===== src/rtl/serial_add_sub.sv =====
// Multi-cycle adder/subtractor: DIGIT bits per clock through a full-adder chain
// with a registered carry, start/busy/done handshake, back-to-back capable.

module serial_add_sub_fa (
  input  logic a,
  input  logic b,
  input  logic ci,
  output logic s,
  output logic co
);
  assign s  = a ^ b ^ ci;
  assign co = (a & b) | (ci & (a ^ b));
endmodule

module serial_add_sub #(
  parameter int WIDTH = 8,
  parameter int DIGIT = 1
) (
  input  logic             clk,
  input  logic             rst,
  input  logic             start,
  input  logic             sub,
  input  logic [WIDTH-1:0] a,
  input  logic [WIDTH-1:0] b,
  output logic [WIDTH-1:0] sum,
  output logic             cout,
  output logic             ovf,
  output logic             busy,
  output logic             done
);
  localparam int STEPS = (DIGIT > 0) ? WIDTH / DIGIT : 1;
  localparam int CW    = (STEPS > 1) ? $clog2(STEPS) : 1;
  localparam logic [CW-1:0] LAST = CW'(STEPS - 1);

  localparam logic [1:0] S_IDLE = 2'd0;
  localparam logic [1:0] S_RUN  = 2'd1;
  localparam logic [1:0] S_DONE = 2'd2;

  if (WIDTH < 1 || DIGIT < 1 || (WIDTH % DIGIT) != 0) begin : g_bad_params
    $error("serial_add_sub: WIDTH must be >= 1, DIGIT >= 1 and WIDTH a multiple of DIGIT");
  end

  logic [1:0]       state_q, state_d;
  logic [WIDTH-1:0] opa_q, opa_d;
  logic [WIDTH-1:0] opb_q, opb_d;
  logic [WIDTH-1:0] res_q, res_d;
  logic [WIDTH-1:0] sum_q, sum_d;
  logic [CW-1:0]    cnt_q, cnt_d;
  logic             carry_q, carry_d;
  logic             amsb_q, amsb_d;
  logic             bmsb_q, bmsb_d;
  logic             cout_q, cout_d;
  logic             ovf_q, ovf_d;

  // Digit-wide ripple chain; the only path between digits is carry_q.
  logic [DIGIT:0]         chain;
  logic [DIGIT-1:0]       dsum;
  logic [WIDTH+DIGIT-1:0] res_cat;
  logic [WIDTH-1:0]       res_shift;
  logic [WIDTH-1:0]       b_eff;

  assign chain[0] = carry_q;

  for (genvar gi = 0; gi < DIGIT; gi++) begin : g_lane
    serial_add_sub_fa u_fa (
      .a  (opa_q[gi]),
      .b  (opb_q[gi]),
      .ci (chain[gi]),
      .s  (dsum[gi]),
      .co (chain[gi+1])
    );
  end

  // New digit enters at the top, so after STEPS shifts the LSB digit sits at bit 0.
  assign res_cat   = {dsum, res_q};
  assign res_shift = res_cat[WIDTH+DIGIT-1:DIGIT];
  assign b_eff     = sub ? ~b : b;

  always_comb begin
    state_d = state_q;
    opa_d   = opa_q;
    opb_d   = opb_q;
    res_d   = res_q;
    sum_d   = sum_q;
    cnt_d   = cnt_q;
    carry_d = carry_q;
    amsb_d  = amsb_q;
    bmsb_d  = bmsb_q;
    cout_d  = cout_q;
    ovf_d   = ovf_q;
    case (state_q)
      S_IDLE, S_DONE: begin
        if (start) begin
          opa_d   = a;
          opb_d   = b_eff;
          carry_d = sub;
          cnt_d   = '0;
          amsb_d  = a[WIDTH-1];
          bmsb_d  = b_eff[WIDTH-1];
          state_d = S_RUN;
        end else begin
          state_d = S_IDLE;
        end
      end
      S_RUN: begin
        opa_d   = opa_q >> DIGIT;
        opb_d   = opb_q >> DIGIT;
        carry_d = chain[DIGIT];
        res_d   = res_shift;
        cnt_d   = cnt_q + CW'(1);
        if (cnt_q == LAST) begin
          sum_d   = res_shift;
          cout_d  = chain[DIGIT];
          ovf_d   = (amsb_q == bmsb_q) && (res_shift[WIDTH-1] != amsb_q);
          cnt_d   = '0;
          state_d = S_DONE;
        end
      end
      default: state_d = S_IDLE;
    endcase
  end

  always_ff @(posedge clk or posedge rst) begin
    if (rst) begin
      state_q <= S_IDLE;
      opa_q   <= '0;
      opb_q   <= '0;
      res_q   <= '0;
      sum_q   <= '0;
      cnt_q   <= '0;
      carry_q <= 1'b0;
      amsb_q  <= 1'b0;
      bmsb_q  <= 1'b0;
      cout_q  <= 1'b0;
      ovf_q   <= 1'b0;
    end else begin
      state_q <= state_d;
      opa_q   <= opa_d;
      opb_q   <= opb_d;
      res_q   <= res_d;
      sum_q   <= sum_d;
      cnt_q   <= cnt_d;
      carry_q <= carry_d;
      amsb_q  <= amsb_d;
      bmsb_q  <= bmsb_d;
      cout_q  <= cout_d;
      ovf_q   <= ovf_d;
    end
  end

  assign sum  = sum_q;
  assign cout = cout_q;
  assign ovf  = ovf_q;
  assign busy = (state_q == S_RUN);
  assign done = (state_q == S_DONE);
endmodule


===== config.mk =====
export PLATFORM = sky130hd
export DESIGN_NAME = serial_add_sub
export DESIGN_NICKNAME = d
export VERILOG_FILES = /design/src/rtl/serial_add_sub.sv
export SDC_FILE = /design/constraint.sdc
export NUM_CORES = 1
export LEC_CHECK = 0
export CAP_MARGIN = 40
export CORE_MARGIN = 1.5
export CORE_UTILIZATION = 25
export DETAILED_ROUTE_END_ITERATION = 7
export GPL_TIMING_DRIVEN = 0
export PLACE_DENSITY = 0.42
export SLEW_MARGIN = 10
export SYNTH_ARGS = -nofsm -noshare
export SYNTH_HDL_FRONTEND = slang
export SYNTH_SLANG_ARGS = --single-unit
export TNS_END_PERCENT = 1

===== constraint.sdc =====
create_clock -name clk -period 1.9 [get_ports clk]
set_input_delay 0.19 -clock clk [delete_from_list [all_inputs] [get_ports clk]]
set_output_delay 0.19 -clock clk [all_outputs]
set_load 0.05 [all_outputs]

==> flow_results.org <==
** Yosys
- By area the synthesized netlist is led by dfrtp_1 (58%), nand2_1 (7.2%), mux2_2 (5.7%).
- Cell type with the largest total area after synthesis :: dfrtp_1
- In this run the cell area of the synthesized design comes to 1770 um^2.
- For this run, the register share of the synthesized area comes to 58.0%.
- Warning count from the yosys run :: 0
- Synthesis produced a netlist whose cell count is 156.
- List of most frequent post-synthesis cells :: dfrtp_1 (41), nand2_1 (34), mux2_2 (9)
- Most frequent cell after synthesis :: dfrtp_1
- Synth Register Bits :: 41
- Counting every net in the synthesized netlist gives 179.
- Cell variety after synth :: 26
- Share of flip-flops with an asynchronous set or reset :: 100%
- Syn_area_per_cell :: 11.3 um^2
- The synthesized design contains 0 enable-type register cells.
- Primary FF master, synth :: dfrtp_1
- Summed over its instances, the top area cell type makes up 58.0% of the synthesized netlist area.

** Clock tree
- The tree built by TritonCTS fans out to 41 sinks.
- Clock slew at reported path FFs :: 0.08 ns
- Hold-fix buffers, CTS :: 0
- Master cell of the clock root buffer :: clkbuf_8
- CTS tree :: built
- At the later pin of the worst-skew pair, clock insertion delay measures 0.29 ns.
- The clock tree synthesis step divided the H-tree into 2 levels.
- Number of buffers between clock root and the deepest sink :: 2
- In this run, post-CTS repair resized a total of 6 instances.
- Setup fix buffers added after clock tree synthesis :: 0
- In this run, CTS created clock tree buffers numbering 5.

** Die
- DIE WIDTH :: 87.1 um
- Number of primary I/O pins :: 32
- The region available for standard cell placement spans 6830 um^2.
- Vertical extent of the die :: 87.1 um
- Die Footprint :: 7590 um^2
- Initial core utilization :: 25.9%
- Std-Cell Rows :: 30

** Global routing
- First-pass GRT wire length :: 6640 um
- Total routing resource utilization after global routing :: 11.5%
- Pin count of the biggest net entering global routing :: 24
- The initial antenna violation count is 0.
- The via count of the first global-routing pass is 1384.
- GRT Residual Overflow :: 0

** Routing
- After detailed routing, the number of remaining DRC violations is 0.
- Vias :: 1257
- Highest layer used for signal routing :: met4
- Using the TritonRoute via totals, the vias-per-cell ratio works out to 4.32.
- For this block, the initial DRC count from the detailed router was 38.
- In the final routed layout, each cell accounts on average for 12.9 um.
- Total length of routed wires :: 3740 um
- The first TritonRoute pass finished after 4 iterations.
- Once detail routing completed, the nets flagged for antenna violations numbered 0.
- Wire segments on met2 add up to 1770 um in the final route.
- Wire length the detailed router placed on met1 :: 1750 um
- Wire segments on met3 add up to 160 um in the final route.

** Timing
- Final period utilization :: 94.3%
- Worst-margin pin slew :: 0.516 ns
- Time the final worst path needs with I/O delays and setup :: 1.79 ns
- Setup repair after global routing left no endpoint under its margin.
- Worst Clk Skew :: 0.00682 ns
- The final-report max-slew violation count was 0.
- Rel. slew slack :: 65.5%
- Highest attainable clock frequency :: 0.558 GHz
- Setup violations remaining at the end of the flow were counted as 0.
- Hold violation total from the final report :: 0
- Hold slack :: 0.228 ns

** Final layout
- Summing all non-filler instances in the final layout gives an area of 2300 um^2.
- Final Instance Count excl. Fillers :: 291
- Share of the core filled with cells in the final layout :: 33.6%
- Net total in the final layout :: 217
- Area Overhead vs Synth :: 29.8%
- Of the cells placed in the final design, the portion with a size suffix greater than 1 is 14.9%.
- The filler cells instantiated in the layout total 720.
- The number of antenna diodes in the final layout is 0.

** Power
- Share of total power in the clock network :: 14.4%
- Dividing total power by cell area gives a power density of 1710 nW/um^2.
- Share of power burned in registers :: 38.7%
- Of the total power, the share spent switching nets is 41.4%.
- Across the VDD grid, the largest voltage drop is 0.336 mV.
- The internal portion of the total power is 2.30 mW.
- Static Leakage :: 1.05 nW
- Combinational group share of total power :: 46.9%
- The design draws 3.92 mW.
- The analysis attributes to net switching a power of 1.63 mW.

** Flow run
- The tool flagged a number of max-cap violations equal to 0.

** Place
- Summing all placed instances gives a cell area of 2220 um^2.
- Post-detailed-placement half-perimeter wirelength :: 2710 um
- Routability cong. :: 0.715
- In this run, placement finished with an instance count of 283.
- Port buffering added 30 buffers.

** Critical path
- Highest fanout seen on the critical path :: 10
- Kind of start point of the critical path :: flop
- Req. time, crit path :: 1.71 ns
- Arrival time reported for the critical path endpoint :: 1.60 ns
- CP endpoint kind :: output port
- The worst setup path is of the reg -> out kind.

** Outcome
- Run status :: finished clean

** Min path
- Path category of the worst min-delay check :: in -> async
[routing by layer]
layer,vias up,track usage [%]
met4,0,3.90
met1,613,14.5
met2,31,18.7
met5,-,0
met3,6,3.51
li1,607,-
[critical path, cell delays in order, from the launching register on]
cell and delay [ns]:
dfrtp_1 0.39, nand2b_1 0.16, buf_6 0.15, clkinv_4 0.08, buf_2 0.23, buf_2 0.30
[registers in the layout (all words and copies together) (netlist names), 2 cells and up]
name / cells
opa_q: 8
opb_q: 8
sum: 8
res_q: 7
cnt_q: 3
state_q: 2
[worst paths after layout]
check / to / depth (start not counted) / slack (ns) / startpoint
max in group asynchronous: opa_q[1] / 3 / 1.21 / rst
hold / removal: opb_q[4] / 2 / 0.23 / rst
setup reg to reg: cout / 5 / 0.20 / cnt_q[0]
setup / recovery: busy / 5 / 0.11 / state_q[1]
min in group clk: carry_q / 3 / 0.33 / sub
hold reg to reg: res_q[1] / 2 / 0.48 / res_q[1]
[layout make-up]
| class | count | area, um^2 | area share (%) |
|---|---|---|---|
| clock buffer | 5 | 68.8 | 3.00 |
| buffer | 10 | 65.1 | 2.83 |
| multi-input combinational | 102 | 662 | 28.8 |
| timing repair buffer | 31 | 322 | 14.0 |
| inverter | 3 | 16.3 | 0.708 |
| clock inverter | 3 | 17.5 | 0.763 |
| sequential | 41 | 1030 | 44.7 |
| tap | 96 | 120 | 5.23 |
[layout by cell type, fill, tap and decap left out, drive strengths merged]
cell and instances:
nand2 34, nand3 8, clkbuf 8, a22o 3, xnor2 8, clkinv 3
dfrtp 41, and3b 1, a221o 7, nand2b 2, a21oi 1, clkdlybuf4s50 28
inv 2, fa 1, buf 9, ha 2, o2bb2ai 1, and2b 2
a22oi 8, o21ai 3, a21o 1, nor2 9, dlygate4sd2 1, clkinvlp 1
nor3 1, mux2 9, nand3b 1
[power groups by stage]
stage / Combinational (mW) / Clock (mW) / Sequential (mW)
2_1_floorplan: 1.00 / 0 / 1.83
5_1_grt: 2.03 / 0.635 / 1.57
6_report: 1.84 / 0.564 / 1.52
3_5_place_dp: 1.89 / 0 / 1.54
4_1_cts: 1.88 / 0.590 / 1.52
3_3_place_gp: 1.84 / 0 / 1.52
[cells by family after synthesis]
group / synth area share (%)
DFF: 58.0
xor gates and xnor gates: 3.96
adders and majority gates: 2.55
buffers and inverters: 4.60
and+or+nand+nor: 14.3
muxes: 5.73
AOI/OAI and AO/OA: 10.9
[through the flow]
stage          TNS (ns)  setup slack, ns
5_1_grt               0           0.0123
6_report              0            0.108
4_1_cts               0           0.0520
3_3_place_gp      -4.94           -0.120
2_1_floorplan         0            0.350
3_5_place_dp     -0.146           -0.146
(Power assumes the default switching activity.)
==> edit (same flow settings) <==
Reset style: synchronous (`rst`), changed in one clocked block.
--- a/src/rtl/serial_add_sub.sv
+++ b/src/rtl/serial_add_sub.sv
@@ -121,5 +121,5 @@
   end
 
-  always_ff @(posedge clk or posedge rst) begin
+  always_ff @(posedge clk) begin
     if (rst) begin
       state_q <= S_IDLE;
Check against the original RTL: differs if rst is asserted again (counterexample within 4 cycles, from zero or initial values and one cycle with rst high); with rst held inactive, the same outputs for 10 cycles.
==> edit against the original RTL <==
  * Sequential cell count is the same
  * Largest cell class unchanged
  * Final area down 4.0%
  * First-iteration DRC count rose by 2.6%
  * Setup slack got worse by 0.0029 ns
  * Area after synthesis shrank 2.9%
  * Final cell count increased by 7.2%
  * Maximum frequency decreased by 0.16%
  * Routed wire length increased by 13%
Power is not compared: it rests on default switching activity, and its combinational part moved more than twofold at a synthesized area within 25%.
==> edit: results (changes against the original RTL) <==
detailed placer's ending HPWL=2840 um (was 2710 um); pin count of the biggest net entering global routing=13 (was 24); top post-synthesis cells by count=41 x sky130_fd_sc_hd__dfxtp_1, 38 x sky130_fd_sc_hd__a21oi_1, 27 x sky130_fd_sc_hd__nand2_1, 27 x sky130_fd_sc_hd__nand3_1, 15 x sky130_fd_sc_hd__a22oi_1 (was 41 x sky130_fd_sc_hd__dfrtp_1, 34 x sky130_fd_sc_hd__nand2_1, 9 x sky130_fd_sc_hd__mux2_2); setup slack of the worst register-to-register path=0.33 ns (was 0.20 ns); Slowest Stage Delay on Critical Path=0.80 ns (was 0.39 ns); Fill cells=704 (was 720); count of flip-flops with a built-in enable after synthesis=0 (unchanged); global-route total usage across every layer=12.2% (was 11.5%); proportion of synthesized chip area in sequential cells=47.8% (was 58.0%); endpoint of the worst setup timing path=done (was busy); worst r2r dst=cnt_q[1] (was cout); synth unique cells=23 (was 26); antenna violations before repair=0 (unchanged); last weighted congestion value of the routability-driven placer=0.680 (was 0.715); worst min-delay path class=primary input to register (was primary input to async pin); number of violations reported at the end of detailed-routing iteration 0=39 (was 38); post-DR wirelength/cell=13.5 um (was 12.9 um); proportion of register bits with asynchronous set or reset after synthesis=0% (was 100%); later-pin clock latency in the skew report=0.29 ns (about the same); highest-delay cell along the critical path=sky130_fd_sc_hd__clkdlybuf4s50_1 (was sky130_fd_sc_hd__dfrtp_1); start of the worst register-to-register path=cnt_q[0] (unchanged); net count of the mapped netlist=218 (was 179); I/O Buffers=29 (was 30); WP data arrival=between 1.5 and 2 ns; Least-Margin Pin Slew=0.556 ns (was 0.516 ns); first-pass GRT wire length=7080 um (was 6640 um); via count of the first global-routing pass=1413 (was 1384); clock tree skew after final layout=0.00632 ns (was 0.00682 ns); result of the run=completed (unchanged); maximum fanout count along the critical path=4 (was 10); Inserted Clock Buffers=5 (unchanged); layout cells sized above 1=10.3% (was 14.9%); main area contributors after synthesis=sky130_fd_sc_hd__dfxtp_1 48%, sky130_fd_sc_hd__a21oi_1 11%, sky130_fd_sc_hd__nand3_1 7.9% (was sky130_fd_sc_hd__dfrtp_1 58%, sky130_fd_sc_hd__nand2_1 7.2%, sky130_fd_sc_hd__mux2_2 5.7%); Max Buffers Root-to-Sink=2 (unchanged); routed vias/inst=4.60 (was 4.32); worst setup path startpoint=state_q[1] (unchanged); number of nets in the layout=254 (was 217)
[edit: cell count changes in the layout (fill, tap and decap cells not counted), moves of 9 or more]
cell / unedited run / this run
sky130_fd_sc_hd__dfxtp_1: 0 / 41
sky130_fd_sc_hd__nand3_1: 8 / 27
sky130_fd_sc_hd__a21oi_1: 1 / 38
sky130_fd_sc_hd__mux2_2: 9 / 0
sky130_fd_sc_hd__dfrtp_1: 41 / 0
[edit: final cells by class]
class                   instances  area [um2]  share of cell area (%)
multi-input cells             135         766                    34.7
flip-flops and latches         41         821                    37.2
plain buffers                  18         128                    5.79
repair buffers                 29         285                    12.9
clock inverters                 1        5.00                   0.227
inverters                       1        3.75                   0.170
clock buffers                   7        96.3                    4.37
well taps                      80         100                    4.54
[edit: what timing repair did]
action	in CTS	in global routing
resized for setup	2	1
endpoints found under the setup margin	1	1
hold buffers	0	0
[edit: worst min path at each step]
stage / depth (start not counted) / from / slack, ns / endpoint
2_1_floorplan: 2 / a[7] / 0.35 / amsb_q
3_3_place_gp: 2 / sum[1] / 0.44 / sum[1]
3_5_place_dp: 2 / res_q[1] / 0.45 / res_q[1]
4_1_cts: 2 / rst / 0.19 / ovf
5_1_grt: 2 / rst / 0.24 / ovf
6_report: 2 / rst / 0.18 / ovf
[edit: power by group through the flow]
stage	sequential [mW]	combinational, mW	clock [mW]
floorplan	0.932	0.161	0
global placement	0.938	0.247	0
detailed placement	0.938	0.248	0
CTS	0.918	0.248	0.661
global route	0.924	0.271	0.690
finish	0.918	0.242	0.634
[edit: logic make-up after synthesis]
kind of cell | count (synthesis) | synth area share [%]
multiplexers | 1 | 0.583
flip-flops | 41 | 47.8
XOR/XNOR | 8 | 4.08
adder cells (fa/ha/maj) | 3 | 2.62
buffers and inverters | 19 | 7.65
AND/OR/NAND/NOR | 67 | 18.4
AO/OA/AOI/OAI | 56 | 18.9
[edit: routing by layer]
metal / vias to the layer above / track usage, % / wire length, um
met2: 33 / 18.8 / 1890
met3: 5 / 3.37 / 173
li1: 751 / - / -
met1: 647 / 16.7 / 2110
met5: - / 0 / 0
met4: 0 / 3.96 / 40
[edit: through the flow]
| step | total power [mW] | instances | worst slack [ns] | instance area, um2 | hold WS [ns] |
|---|---|---|---|---|---|
| floorplan | 1.09 | 195 | 0.568 | 1720 | 0.349 |
| global placement | 1.19 | 304 | 0.0603 | 2110 | 0.443 |
| detailed placement | 1.19 | 304 | 0.0592 | 2110 | 0.447 |
| CTS | 1.83 | 312 | 0.0208 | 2210 | 0.191 |
| global route | 1.89 | 312 | 0.00385 | 2200 | 0.238 |
| finish | 1.79 | 312 | 0.105 | 2200 | 0.177 |
